<file path="src/rtl/m_divide_8x4_pkg.sv">
// Shared definitions for the iterative 8/4 unsigned divider.
//   DIV_DIVIDEND_WIDTH : dividend / quotient width (N)
//   DIV_DIVISOR_WIDTH  : divisor / remainder width (M)
//   DIV_CNT_WIDTH      : bit-counter width, wide enough to hold N
//   div_state_e        : IDLE / CALC / DONE control states
package m_divide_8x4_pkg;

  localparam int DIV_DIVIDEND_WIDTH = 8;
  localparam int DIV_DIVISOR_WIDTH  = 4;
  localparam int DIV_CNT_WIDTH      = $clog2(DIV_DIVIDEND_WIDTH + 1);

  typedef enum logic [1:0] {
    ST_IDLE = 2'd0,
    ST_CALC = 2'd1,
    ST_DONE = 2'd2
  } div_state_e;

endpackage

</file>
<file path="src/rtl/m_div_step.sv">
// One restoring-division step, purely combinational.
//   partial_rem  [M:0] : running partial remainder
//   dividend_msb       : next dividend bit shifted into the remainder
//   divisor      [M-1:0]
//   next_rem     [M:0] : partial remainder after this step
//   q_bit              : quotient bit produced by this step
// Kept separate so the iterative divider can later be unrolled into a pipeline.
module m_div_step #(
  parameter int M = 4
) (
  input  logic [M:0]   partial_rem,
  input  logic         dividend_msb,
  input  logic [M-1:0] divisor,
  output logic [M:0]   next_rem,
  output logic         q_bit
);

  // The remainder never reaches the divisor, so partial_rem[M] is always 0
  // and the full-width trial compares identically to {partial_rem[M-1:0], msb}.
  logic [M+1:0] trial;

  assign trial    = {partial_rem, dividend_msb};
  assign q_bit    = (trial >= {2'b00, divisor});
  assign next_rem = q_bit ? (trial[M:0] - {1'b0, divisor}) : trial[M:0];

endmodule

</file>
<file path="src/rtl/m_divide_8x4.sv">
// Iterative unsigned restoring divider, one quotient bit per clock.
//   clk, rst            : clock, synchronous active-high reset
//   start_i             : request, accepted when ready_o
//   dividend_i/divisor_i: operands, sampled on the accepted start
//   ready_o             : a start can be accepted (IDLE or DONE)
//   busy_o              : iterating (CALC)
//   valid_o             : one-cycle pulse, fresh result on the outputs
//   quotient_o/remainder_o/div_zero_o : registered result of the last op
module m_divide_8x4
  import m_divide_8x4_pkg::*;
#(
  parameter int DIVIDEND_WIDTH = DIV_DIVIDEND_WIDTH,
  parameter int DIVISOR_WIDTH  = DIV_DIVISOR_WIDTH
) (
  input  logic                      clk,
  input  logic                      rst,
  input  logic                      start_i,
  input  logic [DIVIDEND_WIDTH-1:0] dividend_i,
  input  logic [DIVISOR_WIDTH-1:0]  divisor_i,
  output logic                      ready_o,
  output logic                      busy_o,
  output logic                      valid_o,
  output logic [DIVIDEND_WIDTH-1:0] quotient_o,
  output logic [DIVISOR_WIDTH-1:0]  remainder_o,
  output logic                      div_zero_o
);

  localparam int N  = DIVIDEND_WIDTH;
  localparam int M  = DIVISOR_WIDTH;
  localparam int CW = $clog2(N + 1);
  localparam logic [CW-1:0] LAST = CW'(N - 1);

  div_state_e    state_q, state_d;
  logic [CW-1:0] cnt_q;
  logic [N-1:0]  work_q;     // dividend bits shift out the top, quotient bits in the bottom
  logic [M-1:0]  divisor_q;
  logic [M-1:0]  dvd_lo_q;   // low dividend bits, the forced remainder for divide-by-zero
  logic [M:0]    rem_q;
  logic [M:0]    step_rem;
  logic          step_q;
  logic          accept;
  logic          calc_last;

  m_div_step #(.M(M)) u_step (
    .partial_rem  (rem_q),
    .dividend_msb (work_q[N-1]),
    .divisor      (divisor_q),
    .next_rem     (step_rem),
    .q_bit        (step_q)
  );

  assign ready_o   = (state_q == ST_IDLE) || (state_q == ST_DONE);
  assign busy_o    = (state_q == ST_CALC);
  assign valid_o   = (state_q == ST_DONE);
  assign accept    = start_i && ready_o;
  assign calc_last = (state_q == ST_CALC) && (cnt_q == LAST);

  always_comb begin
    state_d = state_q;
    unique case (state_q)
      ST_IDLE: if (start_i) state_d = ST_CALC;
      ST_CALC: if (calc_last) state_d = ST_DONE;
      ST_DONE: state_d = start_i ? ST_CALC : ST_IDLE;
      default: state_d = ST_IDLE;
    endcase
  end

  always_ff @(posedge clk) begin
    if (rst) begin
      state_q     <= ST_IDLE;
      cnt_q       <= '0;
      work_q      <= '0;
      divisor_q   <= '0;
      dvd_lo_q    <= '0;
      rem_q       <= '0;
      quotient_o  <= '0;
      remainder_o <= '0;
      div_zero_o  <= 1'b0;
    end else begin
      state_q <= state_d;
      if (accept) begin
        work_q    <= dividend_i;
        divisor_q <= divisor_i;
        dvd_lo_q  <= dividend_i[M-1:0];
        rem_q     <= '0;
        cnt_q     <= '0;
      end else if (state_q == ST_CALC) begin
        work_q <= {work_q[N-2:0], step_q};
        rem_q  <= step_rem;
        cnt_q  <= cnt_q + 1'b1;
      end
      // Result registers only move on CALC->DONE, taking the final step directly.
      if (calc_last) begin
        if (divisor_q == '0) begin
          quotient_o  <= '1;
          remainder_o <= dvd_lo_q;
          div_zero_o  <= 1'b1;
        end else begin
          quotient_o  <= {work_q[N-2:0], step_q};
          remainder_o <= step_rem[M-1:0];
          div_zero_o  <= 1'b0;
        end
      end
    end
  end

endmodule

</file>
<file path="config.mk">
export PLATFORM = sky130hd
export DESIGN_NAME = m_divide_8x4
export DESIGN_NICKNAME = d
export VERILOG_FILES = /design/src/rtl/m_divide_8x4_pkg.sv /design/src/rtl/m_div_step.sv /design/src/rtl/m_divide_8x4.sv
export SDC_FILE = /design/constraint.sdc
export NUM_CORES = 1
export LEC_CHECK = 0
export ABC_CLOCK_PERIOD_IN_PS = 2300
export CELL_PAD_IN_SITES_DETAIL_PLACEMENT = 0
export CELL_PAD_IN_SITES_GLOBAL_PLACEMENT = 2
export CORE_MARGIN = 1.5
export CORE_UTILIZATION = 30
export DETAILED_ROUTE_END_ITERATION = 8
export GPL_ROUTABILITY_DRIVEN = 0
export HOLD_SLACK_MARGIN = 0.06
export PLACE_DENSITY_LB_ADDON = 0.05
export REMOVE_ABC_BUFFERS = 1
export SETUP_SLACK_MARGIN = 0.05
export SLEW_MARGIN = 15
export SYNTH_ARGS = -nofsm -noshare
export SYNTH_HDL_FRONTEND = slang
export SYNTH_SLANG_ARGS = --single-unit
</file>
<file path="constraint.sdc">
create_clock -name clk -period 2.3 [get_ports clk]
set_input_delay 0.575 -clock clk [delete_from_list [all_inputs] [get_ports clk]]
set_output_delay 0.575 -clock clk [all_outputs]
set_load 0.02 [all_outputs]
</file>
# After elaboration in Yosys (flattened, before gate mapping)
# Index checks and enable logic that the tools add are counted.
totals:
  regBits: 40
  in_bits: 15
  out_inout_bits: 16
  wordCells: 35
classes:
  addsub: 2
  order_cmp: 1
  n_eq_ne: 5
  n_mux: 10
  n_reduce_logical: 8
ops:
  columns: ["operator", "count"]
  rows:
  - ["$mux W8", 3]
  - ["$ge A6 B4 Y1", 1]
  - ["$pmux W2 S3", 1]
  - ["$mux W5", 1]
  - ["$sub A5 B4 Y5", 1]
  - ["$add A4 B1 Y4 const B", 1]
  - ["$eq A4 B3 Y1 const B", 1]
  - ["$logic_not A4 Y1", 1]
  - ["$mux W2", 2]
  - ["$mux W4", 1]
  - ["$eq A2 B1 Y1 const B", 1]
  - ["$eq A2 B2 Y1 const B", 1]
  - ["$logic_and A1 B1 Y1", 2]
  - ["$logic_not A2 Y1", 1]
  - ["$mux W1", 2]
  - ["$ne A2 B1 Y1 const B", 1]
  - ["$ne A2 B2 Y1 const B", 1]
  - ["$reduce_and A2 Y1", 1]
  - ["$reduce_bool A2 Y1", 1]
  - ["$reduce_or A2 Y1", 1]
  - ["$logic_or A1 B1 Y1", 1]

# Depth between registers and ports, before layout
# Gate-level depths: netlist (run 1).
logic_depth:
  ltp_word: 4
  depth_mapped: 9
  depth_no_buf: 9

# Cells and area by module
# A second synthesis (run 1) with hierarchy kept.
unflattened:
  cells_unflattened: 218
  area_unflattened_um2: 1834.3
modules_own_cells:
  columns: ["module", "instances", "cells_per_inst", "area_each_um2", "seq_area_each_um2"]
  rows:
  - ["m_divide_8x4", 1, 189, 1600.3, 800.8]
  - ["m_div_step", 1, 29, 234.0, 0.0]

# Worst setup path after synthesis (run 1)
# OpenSTA, ideal clock, no wires.
synth_timing:
  kind: "register to register"
  startpoint: "register divisor_q[0]"
  endpoint: "register remainder_o[1]"
  setup_time_ns: 0.135
  arrival_time_ns: 1.881
  t_required_ns: 2.165
  setup_slack_ns: 0.284
  stages_incl_launch_ff: 9
  path_buffers: 0
  period_less_slack_ns: 2.016
  path_cell_list: "dfxtp_1 ha_1 inv_1 fa_1 a21o_1 a211o_1 o21ai_0 a31o_1 a21oi_1"
synth_via:
  elab_chain_cells: 3
  word_cells_on_any_way: 5
  cone_classes: "1 x add/sub; 1 x order compare; 2 x mux; 1 x reduce/logical"
synth_lines:
  columns: ["item", "line_no", "rtl"]
  rows:
  - ["from (decl)", "m_divide_8x4.sv:36", "logic [M-1:0] divisor_q;"]
  - ["from (signal assigned)", "m_divide_8x4.sv:83", "divisor_q <= divisor_i;"]
  - ["$sub A5 B4 Y5 or $ge A6 B4 Y1 (tied branches)", "m_div_step.sv:24, m_div_step.sv:23", null]
  - ["$mux W5", "m_div_step.sv:24", "assign next_rem = q_bit ? (trial[M:0] - {1'b0, divisor}) : trial[M:0];"]
  - ["$mux W4 (*)", "m_divide_8x4.sv:94", "if (divisor_q == '0) begin"]
  - ["to (signal assigned)", "m_divide_8x4.sv:96", "remainder_o <= dvd_lo_q;"]
  - ["to (signal assigned)", "m_divide_8x4.sv:100", "remainder_o <= step_rem[M-1:0];"]
  - ["to (decl)", "m_divide_8x4.sv:24", "output logic [DIVISOR_WIDTH-1:0] remainder_o,"]
# Mark *: on every way between the ends. The rest lies on a longest branch, timed or not.
# A chain may end at the register's enable or synchronous reset.

# Worst setup path after layout (run 1)
layout_timing:
  startpoint: "register work_q[7]"
  endpoint: "register remainder_o[2]"
layout_via:
  elab_chain_cells: 3
  word_cells_on_any_way: 4
  cone_classes: "1 x add/sub; 1 x order compare; 2 x mux"
layout_lines:
  columns: ["item", "line_no", "rtl"]
  rows:
  - ["from (decl)", "m_divide_8x4.sv:35", "logic [N-1:0] work_q;"]
  - ["from (signal assigned)", "m_divide_8x4.sv:82", "work_q <= dividend_i;"]
  - ["from (signal assigned)", "m_divide_8x4.sv:88", "work_q <= {work_q[N-2:0], step_q};"]
  - ["$sub A5 B4 Y5 or $ge A6 B4 Y1 (tied branches)", "m_div_step.sv:24, m_div_step.sv:23", null]
  - ["$mux W5 (*)", "m_div_step.sv:24", null]
  - ["$mux W4 (*)", "m_divide_8x4.sv:94", null]
# Marks and branches as above.

==> metrics.csv, run 1 <==
metric;value;unit
total chip power;1.56;mW
die height;80.6;um
remaining antenna violation count;0;
sequential share of power;48.1;%
1st-pass router iterations;4;
unrepaired setup endpoints after global routing;true;
compound-gate portion of the synthesized area;18.5;%
Power Density;671;nW/um2
Die ar.;6490;um2
WHS;459;ps
Post-Synth Adder-Cell Area;4.57;%
worst-margin pin slew;627;ps
total CTS buffers;5;
total of max-cap violations;0;
final slew viol count;0;
die span in x;80.6;um
initial DRC count;72;
Post-synth ARST share;0;%
global-route wire length before repair;7.69;mm
DRC Markers;0;
Max clock buf depth;2;
largest net degree at the start of global routing;24;
Post-Syn Instances;220;
post-synthesis mux area share;1.18;%
XOR/XNOR Fraction of Synth Area;2.43;%
synth warn;0;
net switching power;0.457;mW
Setup Buffers After CTS;0;
initial antenna violation count;0;
Slew Limit Headroom;58.2;%
crit-path max FO;3;
critical path launch point type;flop;
vias in the first global route;1572;
Initial Util;30.9;%
Clk pwr share;30.5;%
clock transition at the registers of the reported paths;80;ps
CTS tree;done;
worst-skew pair later-pin latency;290;ps
CTS sink count;40;
Synth Area in Simple Gates;24.3;%
grt total ovfl;0;
Post-CTS Hold Fix Bufs;0;
Rows;28;
kind of critical path;flop to flop;
sequential fraction of the synthesis area;44.4;%
H-tree depth;2;
Root Buffer;clkbuf_8;
Worst Clk Skew;5.85;ps
share of cells above drive strength 1;11.9;%
CORE AREA;5850;um2
largest family of logic cells by synthesized area;simple AND/OR/NAND/NOR gates;
hold violation count in the final report;0;
pre-CTS setup slack;123;ps
Comb power frac;21.4;%
vias per inst;4.93;
nets@finish;273;
Period minus WS final;2140;ps
worst vdd ir;0.360;mV
Ant. Diodes;0;
Worst Slack Setup Final;156;ps
post-synthesis cell area;1810;um2
post-synthesis cell type count;38;
gr usage total;15.7;%
cell-internal power;1.10;mW
Top FF cell, synth;dfxtp_1;
setup violators final;0;
Peak Freq;466;MHz
Avg WL per Cell;14.3;um
Syn-to-layout area delta;28.6;%
Switching Share;29.4;%
Synth Register Bits;40;
number of synthesized flops with an enable pin;0;
Hold Crit Class;flop to flop;
wirelength, routed;4.69;mm
CP arrival;2360;ps
status;completed;
LEAKAGE;0.837;nW
HPWL Detailed;3.39;mm
Port Buf Inserts;30;
WP data required;2510;ps
Setup crit end kind;flop;
Final period util;93.2;%
io pins;31;
final setup TNS;0;ps
vias;1617;
Mean Syn Cell Area;8.21;um2
## what timing repair did
item | 4_1_cts | 5_1_grt
gates resized for setup | 0 | 7
endpoints found under the setup margin | 0 | 8
hold endpoints to repair | 0 | 0
## layout make-up
class,instances,area (um2)
Timing Repair Buffer,39,368
Multi-Input combinational cell,159,940
Clock inverter,2,10.0
Sequential cell,40,802
Clock buffer,6,82.6
Tap cell,75,93.8
Fill cell,593,3530
Inverter,7,26.3
## cells by family after synthesis
logic type,Yosys count
muxes,2
AOI/OAI and AO/OA,48
xor gates and xnor gates,5
buffers and inverters,21
and+or+nand+nor,98
adders and majority gates,6
DFF,40
## path summary, 6_finish.rpt
check	start	endpoint	slack, ps	cells after the start
worst min register to register	dvd_lo_q[1]	dvd_lo_q[1]	460	2
worst max-delay path	work_q[7]	remainder_o[2]	160	9
worst min-delay path	dvd_lo_q[1]	dvd_lo_q[1]	460	2
worst max register to register	work_q[7]	remainder_o[2]	160	9
## layer usage
layer  global-route usage [%]  vias up  part of all wire, %
li1                         -      816                    -
met1                     19.8      777                   49
met2                     26.6       20                   48
met3                     3.41        4                  2.1
met4                     4.66        0                 0.87
met5                        0        -                    0
## power groups by stage
stage | Combinational (mW) | Clock (mW) | Sequential, mW
2_1_floorplan | 0.202 | 0 | 0.757
3_3_place_gp | 0.313 | 0 | 0.765
3_5_place_dp | 0.312 | 0 | 0.765
4_1_cts | 0.314 | 0.498 | 0.749
5_1_grt | 0.369 | 0.533 | 0.753
6_report | 0.333 | 0.476 | 0.750
## registers in the layout, indices dropped and copies added (netlist names)
signal,cells
cnt_q,4
div_zero_o,1
divisor_q,4
dvd_lo_q,4
quotient_o,8
rem_q,5
remainder_o,4
state_q,2
work_q,8
## per-stage QoR
step,util (%),std cells,area (um2)
after floorplan,-,206,1750
after global placement,37.8,320,2210
after detailed placement,37.8,320,2210
after CTS,39.3,328,2300
after global routing,39.7,328,2320
final,39.7,328,2320
## cells in the final DEF (no fill, tap or decap), types with 2 or more instances in the layout
cell              n
a211oi_1          2
a211oi_2          2
a21o_1            2
a21oi_1          19
a22oi_1           2
a311oi_1          3
a31o_1            2
a31oi_1           4
buf_4             9
clkbuf_8          6
clkdlybuf4s50_1  30
clkinv_2          2
dfxtp_1          39
ha_1              5
inv_1             7
nand2_1          39
nand2b_1          2
nand3b_1          3
nand4_1           2
nor2_1           26
nor2b_1           3
nor3_1           17
o211ai_1          4
o21ai_2           2
xnor2_1           2
xor2_1            3
## critical path, stage by stage (launching register included)
cell      delay (ps)
dfxtp_1          320
inv_1             80
ha_1             170
inv_1             60
fa_2             350
a21o_1           230
a211o_1          360
o21ai_2          190
o211ai_1         140
a211oi_2         190
## cells in the mapped netlist (all sizes together) (3+ instances only)
cell     n  area (um2)
buf      6        27.5
nand3b   3        22.5
a211oi   5        60.1
a31oi    4        25.0
o21ai    4        20.0
nor2b    3        18.8
nor3    17        85.1
o211ai   4        30.0
inv      7        26.3
a21oi   20         100
clkbuf   8        30.0
nor2    26        97.6
ha       5        62.6
nand2   40         153
xor2     3        26.3
dfxtp   40         801
a311oi   3        26.3
(Power assumes the default switching activity.)
==> run 2: changes to the inputs <==
Settings changed: ABC_CLOCK_PERIOD_IN_PS 2300 to 2000, CAP_MARGIN set to 20.
Clock period 2.3 ns to 2 ns, I/O delays scaled along.
==> run 2 against run 1 <==
Net effect: clock power up 50%; clock skew rose by 5.3 ps; count of clock-buffer cells in the layout unchanged; hold slack improved by 4.5 ps; sequential power grew 15%; cell count grew 2.7%; die area unchanged; non-clock buffer count is 9 higher; worst setup slack worse by 210 ps; flip-flop and latch count unchanged; the flow now finishes with violations (setup timing); final area is 4.7% higher.
==> metrics.csv, run 2 (synthesis gave the netlist of run 1 again) <==
metric;value;unit
initial antenna violation count;0;
worst-margin pin slew;630;ps
unrepaired setup endpoints after global routing;true;
DRC Markers;0;
HPWL Detailed;3.50;mm
commonest cells after routing, fill and taps aside;nand2_1 (39), dfxtp_1 (38), clkdlybuf4s50_1 (28);
Max clock buf depth;2;
WHS;464;ps
crit-path most repeated cell;inv_2;
share of cells above drive strength 1;16.8;%
sequential share of power;43.0;%
Hold Startpoint;div_zero_o;
Sequential Area;803;um2
commonest non-fill, non-tap cell in the layout;nand2_1;
CP arrival;2250;ps
Post-Layout Inst Area;2430;um2
pre-CTS setup slack;-167;ps
cell-internal power;1.43;mW
remaining antenna violation count;0;
io pins;31;
Root Buffer;clkbuf_8;
Worst path max stage delay;360;ps
origin of the worst setup path;work_q[7];
Slew Limit Headroom;58.0;%
Final Non-Filler Cells;337;
Syn-to-layout area delta;34.7;%
Peak Freq;486;MHz
Final period util;103;%
Hold Crit Class;flop to flop;
worst vdd ir;0.420;mV
violated checks;setup timing;
Worst Clk Skew;11.2;ps
WP data required;2190;ps
Reg2Reg Depth;9;
die height;80.6;um
Largest regs;quotient_o x8, work_q x8, rem_q x5;
Power Density;823;nW/um2
LEAKAGE;0.908;nW
net switching power;0.576;mW
setup violators final;8;
wirelength, routed;5.01;mm
critical path launch point type;flop;
Period minus WS final;2060;ps
total CTS buffers;5;
grt total ovfl;0;
hold violation count in the final report;0;
R2R Setup Slk;-60;ps
largest net degree at the start of global routing;24;
clock transition at the registers of the reported paths;90;ps
Avg WL per Cell;14.9;um
Port Buf Inserts;30;
Hold Crit Depth;2;
Die ar.;6490;um2
critical path, cell by cell;inv_2 > ha_4 > inv_2 > fa_2 > a21o_1 > a211o_1 > o21ai_1 > a31o_1 > a21oi_2;
Ant. Diodes;0;
multi-input logic area;951;um2
die span in x;80.6;um
nets@finish;282;
Comb power frac;21.2;%
vias in the first global route;1661;
crit-path max FO;3;
final slew viol count;0;
initial DRC count;89;
CORE AREA;5850;um2
CP bufs+invs;2;
Crit path max-delay family;compound AO/OA/AOI/OAI gates;
global-route wire length before repair;8.30;mm
Post-CTS Hold Fix Bufs;0;
fillers;588;
status;complete, but fails checks;
kind of critical path;flop to flop;
worst r2r src;work_q[7];
Clk pwr share;35.8;%
final setup TNS;-227;ps
Switching Share;28.8;%
gr usage total;17.0;%
Critical Path Stages;9;
Initial Util;30.9;%
1st-pass router iterations;5;
dpl cells;326;
worst-skew pair later-pin latency;290;ps
vias;1668;
H-tree depth;2;
hold endpoint;div_zero_o;
Slowest-stage cell, CP;fa_2;
CTS sink count;40;
Rows;28;
CTS tree;done;
vias per inst;4.95;
Setup crit end kind;flop;
total of max-cap violations;0;
FF-to-FF End;remainder_o[1];
Post-DP Area;2250;um2
Worst Slack Setup Final;-58.7;ps
==> run 2: changes by cell type in the layout (fill, tap and decap cells not counted), moves of 2 or more <==
cell	delta
clkdlybuf4s50_1	-2
inv_2	+2
clkinv_2	-2
buf_4	+9
inv_1	-2
==> run 2: worst register-to-register path: cells and delay by family (launching register included) <==
family / cells / cell delay (ps)
fa+ha+maj: 2 / 490
buf+inv: 2 / 110
flops: 1 / 330
compound gates: 5 / 1040
==> run 2: repair_timing <==
item,CTS,global route
buffers inserted,3,0
gates cloned,0,0
hold endpoints to repair,0,0
pin swaps,9,4
setup endpoints to repair,12,12
resized for setup,11,3
==> run 2: power by group through the flow <==
| stage | registers (mW) | logic, mW | clock network [mW] |
|---|---|---|---|
| after floorplan | 0.871 | 0.232 | 0 |
| after global placement | 0.876 | 0.377 | 0 |
| after detailed placement | 0.877 | 0.379 | 0 |
| after CTS | 0.861 | 0.411 | 0.738 |
| after global routing | 0.866 | 0.462 | 0.769 |
| final | 0.861 | 0.424 | 0.716 |
==> run 2: through the flow <==
stage	power [mW]	utilization, %
final	2.00	41.6
after CTS	2.01	41.4
after floorplan	1.10	-
after detailed placement	1.26	38.5
after global routing	2.10	41.6
after global placement	1.25	38.5
==> run 2: how the worst max path moves through the flow <==
| stage | end | slack [ps] |
|---|---|---|
| floorplan | rem_q[3] | -4 |
| detailed placement | rem_q[3] | -170 |
| global placement | rem_q[2] | -70 |
| finish | remainder_o[1] | -60 |
| global route | rem_q[3] | -170 |
| CTS | rem_q[3] | -20 |
==> run 2: layout make-up <==
| type | instances | share of cell area [%] |
|---|---|---|
| clock buffer | 6 | 3.40 |
| clock inverter | 2 | 1.59 |
| inverter | 7 | 1.08 |
| multi-input combinational | 159 | 39.1 |
| sequential | 40 | 33.0 |
| tap | 75 | 3.86 |
| timing repair buffer | 48 | 18.0 |
==> run 2: routing by layer <==
| metal | up-vias | global-route usage, % | wire [um] |
|---|---|---|---|
| li1 | 833 | - | - |
| met5 | - | 0 | 0 |
| met3 | 2 | 3.75 | 224 |
| met4 | 0 | 5.34 | 23 |
| met1 | 796 | 22.3 | 2410 |
| met2 | 37 | 27.5 | 2350 |
==> run 3: changes to the inputs <==
Settings changed: CORE_MARGIN 1.5 to unset, PLACE_DENSITY set to 0.74, PLACE_DENSITY_LB_ADDON 0.05 to unset.
==> run 3 against run 2 <==
Net effect: critical endpoint unchanged; the flow still finishes with violations (setup timing); flip-flop and latch count stayed put; first-iteration DRC count is 1.1% lower; core utilization is 2.5 points higher; routed wire length is 3.3% lower; die area is 2.5% lower; final area is 2.2% higher; critical path depth is 1 higher; cell count is 1.5% higher; non-clock buffer count is 9 higher; global-route usage is 0.19 points lower; via count is 1.9% lower; clock power is 28% lower.
==> metrics.csv, run 3 (synthesis gave the netlist of run 1 again) <==
metric;value;unit
Hold Crit Depth;2;
Post-DP Area;2320;um2
worst r2r src;work_q[7];
worst vdd ir;0.351;mV
crit-path max FO;3;
setup violators final;5;
gr usage total;16.8;%
violated checks;setup timing;
HPWL Detailed;3.28;mm
commonest cells after routing, fill and taps aside;nand2_1 (38), dfxtp_1 (38), clkdlybuf4s50_1 (29);
worst-skew pair later-pin latency;290;ps
H-tree depth;2;
Syn-to-layout area delta;37.7;%
io pins;31;
unrepaired setup endpoints after global routing;true;
Port Buf Inserts;30;
Power Density;747;nW/um2
worst-margin pin slew;625;ps
die height;79.6;um
global-route wire length before repair;7.99;mm
Avg WL per Cell;14.2;um
Initial Util;32.0;%
final core occ;44.1;%
Reg2Reg Depth;10;
CTS tree;done;
vias per inst;4.78;
CTS sink count;40;
CP arrival;2280;ps
initial antenna violation count;0;
pre-CTS setup slack;-144;ps
Final Non-Filler Cells;342;
Hold Crit Class;flop to flop;
die span in x;79.6;um
final setup TNS;-103;ps
critical path launch point type;flop;
nets@finish;291;
DRC Markers;0;
Root Buffer;clkbuf_8;
Max clock buf depth;2;
Die ar.;6330;um2
kind of critical path;flop to flop;
Ant. Diodes;0;
FF-to-FF End;remainder_o[1];
Period minus WS final;2050;ps
Slew Limit Headroom;58.3;%
status;complete, but fails checks;
final slew viol count;0;
CORE AREA;5640;um2
Post-CTS Hold Fix Bufs;0;
1st-pass router iterations;4;
Peak Freq;489;MHz
total CTS buffers;5;
wirelength, routed;4.84;mm
clock transition at the registers of the reported paths;80;ps
total of max-cap violations;0;
Setup crit end kind;flop;
Worst Slack Setup Final;-46.2;ps
fillers;586;
hold violation count in the final report;0;
largest net degree at the start of global routing;34;
vias in the first global route;1589;
grt total ovfl;0;
share of cells above drive strength 1;20.0;%
R2R Setup Slk;-50;ps
WP data required;2230;ps
Largest regs;quotient_o x8, work_q x8, rem_q x5;
Worst Clk Skew;3.83;ps
vias;1636;
Hold Startpoint;div_zero_o;
Rows;27;
LEAKAGE;0.925;nW
Post-Layout Inst Area;2490;um2
remaining antenna violation count;0;
hold endpoint;div_zero_o;
Final period util;102;%
initial DRC count;88;
dpl cells;330;
==> run 3: area by class of cell <==
type / count / area (um2) / share of cell area, %
Multi-Input combinational cell: 159 / 967 / 38.9
Clock inverter: 1 / 5.00 / 0.201
Tap cell: 72 / 90.1 / 3.62
Sequential cell: 40 / 803 / 32.3
Timing Repair Buffer: 57 / 522 / 21.0
Inverter: 7 / 26.3 / 1.06
Clock buffer: 6 / 72.6 / 2.92
==> run 3: where the power goes <==
part | total, mW | internal [mW] | switching, mW
clock network | 0.517 | 0.238 | 0.279
logic | 0.481 | 0.228 | 0.253
registers | 0.858 | 0.831 | 0.0279
total | 1.86 | 1.30 | 0.560
==> run 3: worst max-delay path: stages (launching register included) <==
cell	delay [ps]
dfxtp_2	330
inv_2	70
ha_4	130
inv_2	30
fa_2	340
a21o_1	240
a211oi_4	300
buf_4	180
nand3_2	70
a31o_1	210
a21oi_2	100
==> run 3: timing repair <==
action | CTS | global route
resized for setup | 12 | 7
buffers inserted | 3 | 3
pin swaps | 14 | 8
setup endpoints to repair | 12 | 11
==> run 3: per-stage QoR <==
step	power, mW	hold slack (ps)
4_1_cts	1.84	464
6_report	1.86	457
2_1_floorplan	1.10	427
3_5_place_dp	1.29	451
5_1_grt	1.96	483
3_3_place_gp	1.29	447
==> run 3: worst max-delay path by stage <==
| stage | start | endpoint | slack [ps] |
|---|---|---|---|
| CTS | work_q[7] | remainder_o[2] | -30 |
| detailed placement | work_q[7] | remainder_o[2] | -140 |
| floorplan | divisor_q[0] | rem_q[3] | -4 |
| finish | work_q[7] | remainder_o[1] | -50 |
| global placement | work_q[7] | remainder_o[2] | -100 |
| global route | work_q[7] | remainder_o[1] | -130 |
==> run 3: routing by layer <==
layer | vias to the layer above | GRT usage (%) | share of wire, %
li1 | 856 | - | -
met1 | 733 | 23.3 | 50
met2 | 36 | 24.9 | 43
met3 | 11 | 3.77 | 4.3
met4 | 0 | 6.73 | 2.4
met5 | - | 0 | 0
==> patch 1, RTL diff (settings of run 2) <==
Make the reset (`rst`) asynchronous in one clocked block. Comments in the files are not updated.
--- a/src/rtl/m_divide_8x4.sv
+++ b/src/rtl/m_divide_8x4.sv
@@ -66,5 +66,5 @@
   end
 
-  always_ff @(posedge clk) begin
+  always_ff @(posedge clk or posedge rst) begin
     if (rst) begin
       state_q     <= ST_IDLE;
Function: differs if rst is asserted again (counterexample within 4 cycles, from zero or initial values and one cycle with rst high); with rst held inactive, the same outputs for 10 cycles.
==> patch 1 against run 2 <==
Sequential cell count did not move; global-route usage fell by 2.1 points; routed wire length fell by 4.1%; setup slack improved by 190 ps; non-clock buffer count fell by 7; cell area rose by 2.0%; critical endpoint is now remainder_o[1]; synthesized area rose by 6.3%.
Power is not compared: it rests on default switching activity, and its combinational part moved more than twofold at a synthesized area within 25%.
==> patch 1: results <==
metrics = {
    "outcome": {
        "status": "finished clean",
    },
    "worst_setup_path": {
        "crit_path_max_incr_delay_ps": 420,
        "critical_path.top_delay_family": "adder cells",
        "worst_setup_sp": "work_q[7]",
        "reg2reg_depth": 8,
        "arrival_ps": 2050,
        "worst-path-max-fanout": 5,
        "crit_path_end": "remainder_o[1]",
        "reg2reg_slack_ps": 130,
    },
    "global_routing": {
        "grt_max_degree": 41,
        "first_global_vias": 1580,
        "grt_antenna_before_repair": 0,
        "grt_use_total": 0.148,
        "wire_length_of_the_first_global_routing_pass_um": 8050,
    },
    "synth": {
        "post_synth_main_area_contributors": "dfrtp_1 (52%), nand2_1 (7.4%), o21ai_0 (4.7%)",
        "synth_compound_gate_area_share": 0.169,
        "synthAdderAreaFrac": 0.0430,
        "synth.yosys.warnings": 0,
        "multiplexer_fraction_of_the_synthesized_cell_area": 0.0156,
        "synth.cells.most_frequent": "dfrtp_1 (40), nand2_1 (38), nor2_1 (20), o21ai_0 (18), a21oi_1 (14)",
        "synth-async-reset-ratio": 1.00,
        "syn_inst": 198,
        "synth_seq_area_share": 0.522,
        "synth_xor_xnor_area_share": 0.0137,
        "leading_register_cell_type_out_of_synthesis": "dfrtp_1",
        "synth.lib_cells_used.distinct": 42,
    },
    "cells_and_area": {
        "fill_cells": 628,
        "layout-drive-gt1-share": 0.172,
        "insertedDiodeCount": 0,
        "nNetsFinal": 259,
    },
    "sta": {
        "worst_clock_skew_ps": 4.43,
        "max-slew-margin-rel": 0.635,
    },
    "clock_network": {
        "numCtsBuffers": 5,
    },
    "hold_path": {
        "worst_hold_path_type": "reg -> reg",
        "min_delay_path_depth": 2,
    },
    "pwr": {
        "vdd.ir_drop.worst_uv": 575,
    },
    "routing": {
        "first_iter_violations": 63,
        "avgViaCountPerCell": 4.81,
        "totalWireLength_um": 4800,
        "detail_route.first_pass.iterations": 3,
        "avgRoutedWirePerCell_um": 15.3,
    },
    "placement": {
        "post-dp-hpwl_um": 3300,
        "place.port_buffers": 30,
        "dp_cells": 302,
    },
}
-- patch 1: cell count changes after synthesis, moves of 3 or more --
cell	delta
a21oi_1	-6
a311oi_1	-3
and3_1	+3
clkbuf_1	-7
dfrtp_1	+40
dfxtp_1	-40
nand3b_1	-3
nor2_1	-6
nor3_1	-16
o211ai_1	-4
o21ai_0	+16
-- patch 1: repair_timing --
item,4_1_cts,5_1_grt
cloned,0,0
pin swaps,2,4
buffers inserted,1,3
gates resized for setup,3,10
setup endpoints to repair,6,10
-- patch 1: worst register-to-register path, stage by stage (launching register included) --
cell and delay (ps):
dfrtp_1 390, inv_2 80, ha_4 120, inv_2 40, fa_2 420, a21oi_4 170
o211a_4 210, mux2i_2 240, o21ai_1 90
-- patch 1: cell type report --
cell class	count	area share
Clock buffer	7	0.0348
Clock inverter	1	0.00303
Inverter	10	0.0161
Multi-Input combinational cell	140	0.345
Sequential cell	40	0.403
Tap cell	75	0.0378
Timing Repair Buffer	41	0.159
-- patch 1: how the worst min path moves through the flow --
stage	slack [ps]	end	start
3_5_place_dp	460	dvd_lo_q[1]	dvd_lo_q[1]
2_1_floorplan	440	dvd_lo_q[0]	dvd_lo_q[0]
6_report	480	dvd_lo_q[1]	dvd_lo_q[1]
4_1_cts	480	dvd_lo_q[1]	dvd_lo_q[1]
5_1_grt	500	dvd_lo_q[1]	dvd_lo_q[1]
3_3_place_gp	450	dvd_lo_q[0]	dvd_lo_q[0]
-- patch 1: kinds of logic (layout without fill, tap and decap cells) --
| logic type | after synthesis | count (layout) |
|---|---|---|
| AO/OA/AOI/OAI | 52 | 52 |
| XOR/XNOR | 3 | 3 |
| adder cells (fa/ha/maj) | 6 | 6 |
| buffers and inverters | 18 | 59 |
| flip-flops | 40 | 40 |
| multiplexers | 3 | 3 |
| AND/OR/NAND/NOR | 76 | 76 |
-- patch 1: per-layer routing --
metal  vias to the layer above  part of all wire  GRT usage
met5                         -                 0          0
met4                         0             0.012     0.0409
met3                         6             0.037     0.0408
met2                        27              0.44      0.227
met1                       728              0.51      0.206
li1                        748                 -          -
-- patch 1: where the power goes --
group	leakage, nW	internal [mW]	switching, mW	total [mW]
logic	0.591	1.18	1.38	2.56
registers	0.481	1.21	0.301	1.51
clock network	0.0445	0.281	0.290	0.571
-- patch 1: per-stage QoR --
stage	instance area, µm²	setup slack [ps]	hold slack, ps
after floorplan	1870	183	437
after global placement	2330	79.3	454
after detailed placement	2330	16.5	463
after CTS	2430	57.9	483
after global routing	2480	41.5	503
final	2480	128	480
==> patch 2, RTL diff (config.mk and constraints of run 2) <==
Without the edit above. The package constant `DIV_DIVISOR_WIDTH` goes from 4 to 6.
--- a/src/rtl/m_divide_8x4_pkg.sv
+++ b/src/rtl/m_divide_8x4_pkg.sv
@@ -7,5 +7,5 @@
 
   localparam int DIV_DIVIDEND_WIDTH = 8;
-  localparam int DIV_DIVISOR_WIDTH  = 4;
+  localparam int DIV_DIVISOR_WIDTH  = 6;
   localparam int DIV_CNT_WIDTH      = $clog2(DIV_DIVIDEND_WIDTH + 1);
 
Ports: changed (resized divisor_i and remainder_o); port bits go from 31 to 35. No check against the original RTL was run, so the function may have changed too.
==> patch 2 against run 2 <==
The run still ends with negative setup slack left; sequential power increased by 20%; synthesized cell count rose by 20%; routed wire length up 29%; combinational power increased by 68%; setup slack worse by 12 ps; synthesized area increased by 20%; sequential cell count is 8 higher; cell area rose by 33%; total power up 26%.
==> patch 2: results <==
metrics = {
    "global_routing": {
        "first_global_vias": 2014,
        "wire_length_of_the_first_global_routing_pass_um": 10200,
        "grt_max_degree": 27,
        "grt_antenna_before_repair": 0,
        "grt_use_total": 0.174,
    },
    "clock_network": {
        "cts-root-buf": "clkbuf_8",
        "cts_htree_levels": 2,
        "numCtsBuffers": 5,
        "cts.clk_slew.worst_paths_ps": 90,
        "clk_latency_ps": 300,
        "clk_path_buf_depth": 2,
    },
    "routing": {
        "dr_total_vias": 2080,
        "detail_route.first_pass.iterations": 4,
        "avgRoutedWirePerCell_um": 14.7,
        "first_iter_violations": 73,
        "detail_route.drc_violations": 0,
    },
    "cells_and_area": {
        "nNetsFinal": 367,
        "layout-drive-gt1-share": 0.274,
        "top_registers": "quotient_o: 8 flops, work_q: 8 flops, rem_q: 7 flops",
        "insertedDiodeCount": 0,
        "fill_cells": 728,
    },
    "placement": {
        "post_dp_cell_area_um2": 2910,
        "post-dp-hpwl_um": 4710,
        "place.port_buffers": 34,
    },
    "flow_run": {
        "max-cap-violations": 0,
    },
    "sta": {
        "setup_ws_ps": -70.6,
        "setup_total_negative_slack_ps": -257,
        "setup_viol_count_final": 5,
        "max-slew-margin-rel": 0.665,
        "worst_clock_skew_ps": 4.35,
    },
    "synth": {
        "synth.cells.most_frequent": "nand2_1 (55), dfxtp_1 (48), a21oi_1 (31), nor2_1 (27), clkbuf_1 (12)",
        "post_synth_main_area_contributors": "dfxtp_1 (44%), nand2_1 (9.5%), a21oi_1 (7.2%)",
        "synth_seq_area_share": 0.443,
        "synth-async-reset-ratio": 0,
        "synth.lib_cells_used.distinct": 40,
        "synth.yosys.warnings": 0,
        "syn-cell-area_um2": 2170,
    },
    "pwr": {
        "p_clk_frac": 0.308,
        "swShare": 0.284,
        "cellLeakagePower_nw": 1.26,
        "vdd.ir_drop.worst_uv": 374,
        "combinational_cell_power_consumption_uw": 712,
        "power.sequential.fraction": 0.410,
    },
    "outcome": {
        "status": "finished with violations",
        "violations": "negative setup slack",
    },
    "worst_setup_path": {
        "worst-path-max-fanout": 6,
        "arrival_ps": 2270,
        "critical_path.top_delay_family": "compound AO/OA/AOI/OAI gates",
        "crit_slowest_cell": "fa_2",
        "crit_path_max_incr_delay_ps": 340,
    },
    "hold_path": {
        "worst_hold_path_type": "reg -> reg",
    },
}
patch 2: cells by family (layout without fill, tap and decap cells):
kind of cell	after synthesis	in the layout	share of synthesized area
simple gates	106	106	0.211
compound gates	70	70	0.213
fa+ha+maj	8	8	0.0497
buf+inv	23	101	0.0398
xor+xnor	5	5	0.0202
flops	48	48	0.443
mux	5	5	0.0231
patch 2: repair_timing:
| action | in CTS | in global routing |
|---|---|---|
| gates cloned | 0 | 0 |
| setup endpoints to repair | 16 | 14 |
| pin swaps | 15 | 17 |
| gates resized for setup | 19 | 16 |
| setup buffers | 3 | 3 |
patch 2: cell type report:
cell class | instances | area, µm² | area share
Multi-Input combinational cell | 194 | 1260 | 0.389
Sequential cell | 48 | 970 | 0.300
Timing Repair Buffer | 82 | 716 | 0.222
Tap cell | 96 | 120 | 0.0372
Clock buffer | 7 | 96.3 | 0.0298
Inverter | 11 | 41.3 | 0.0128
Clock inverter | 1 | 30.0 | 0.00930
patch 2: per-layer routing:
layer,global-route usage,routed length [µm]
met2,0.273,2780
met1,0.246,3300
met4,0.0433,72
met5,0,0
met3,0.0320,305
patch 2: per-stage QoR:
stage	cells	worst slack (ps)
floorplan	253	-194
global placement	425	-194
detailed placement	425	-254
CTS	436	-107
global route	439	-142
finish	439	-70.6
patch 2: final timing paths:
kind                                        to  slack [ps]       start  cells past startpoint
worst max register to register  remainder_o[2]         -70   work_q[7]                     10
worst min-delay path                div_zero_o         460  div_zero_o                      2
worst max-delay path            remainder_o[2]         -70   work_q[7]                     10
worst min register to register      div_zero_o         460  div_zero_o                      2
patch 2: worst reg2reg max path, cell delays in order, from the launching register on:
cell	delay [ps]
dfxtp_2	330
inv_2	40
ha_4	150
fa_2	340
nand2b_4	160
a21oi_4	130
buf_6	130
a31oi_4	150
mux2i_1	230
a21oi_1	100
a31o_2	220
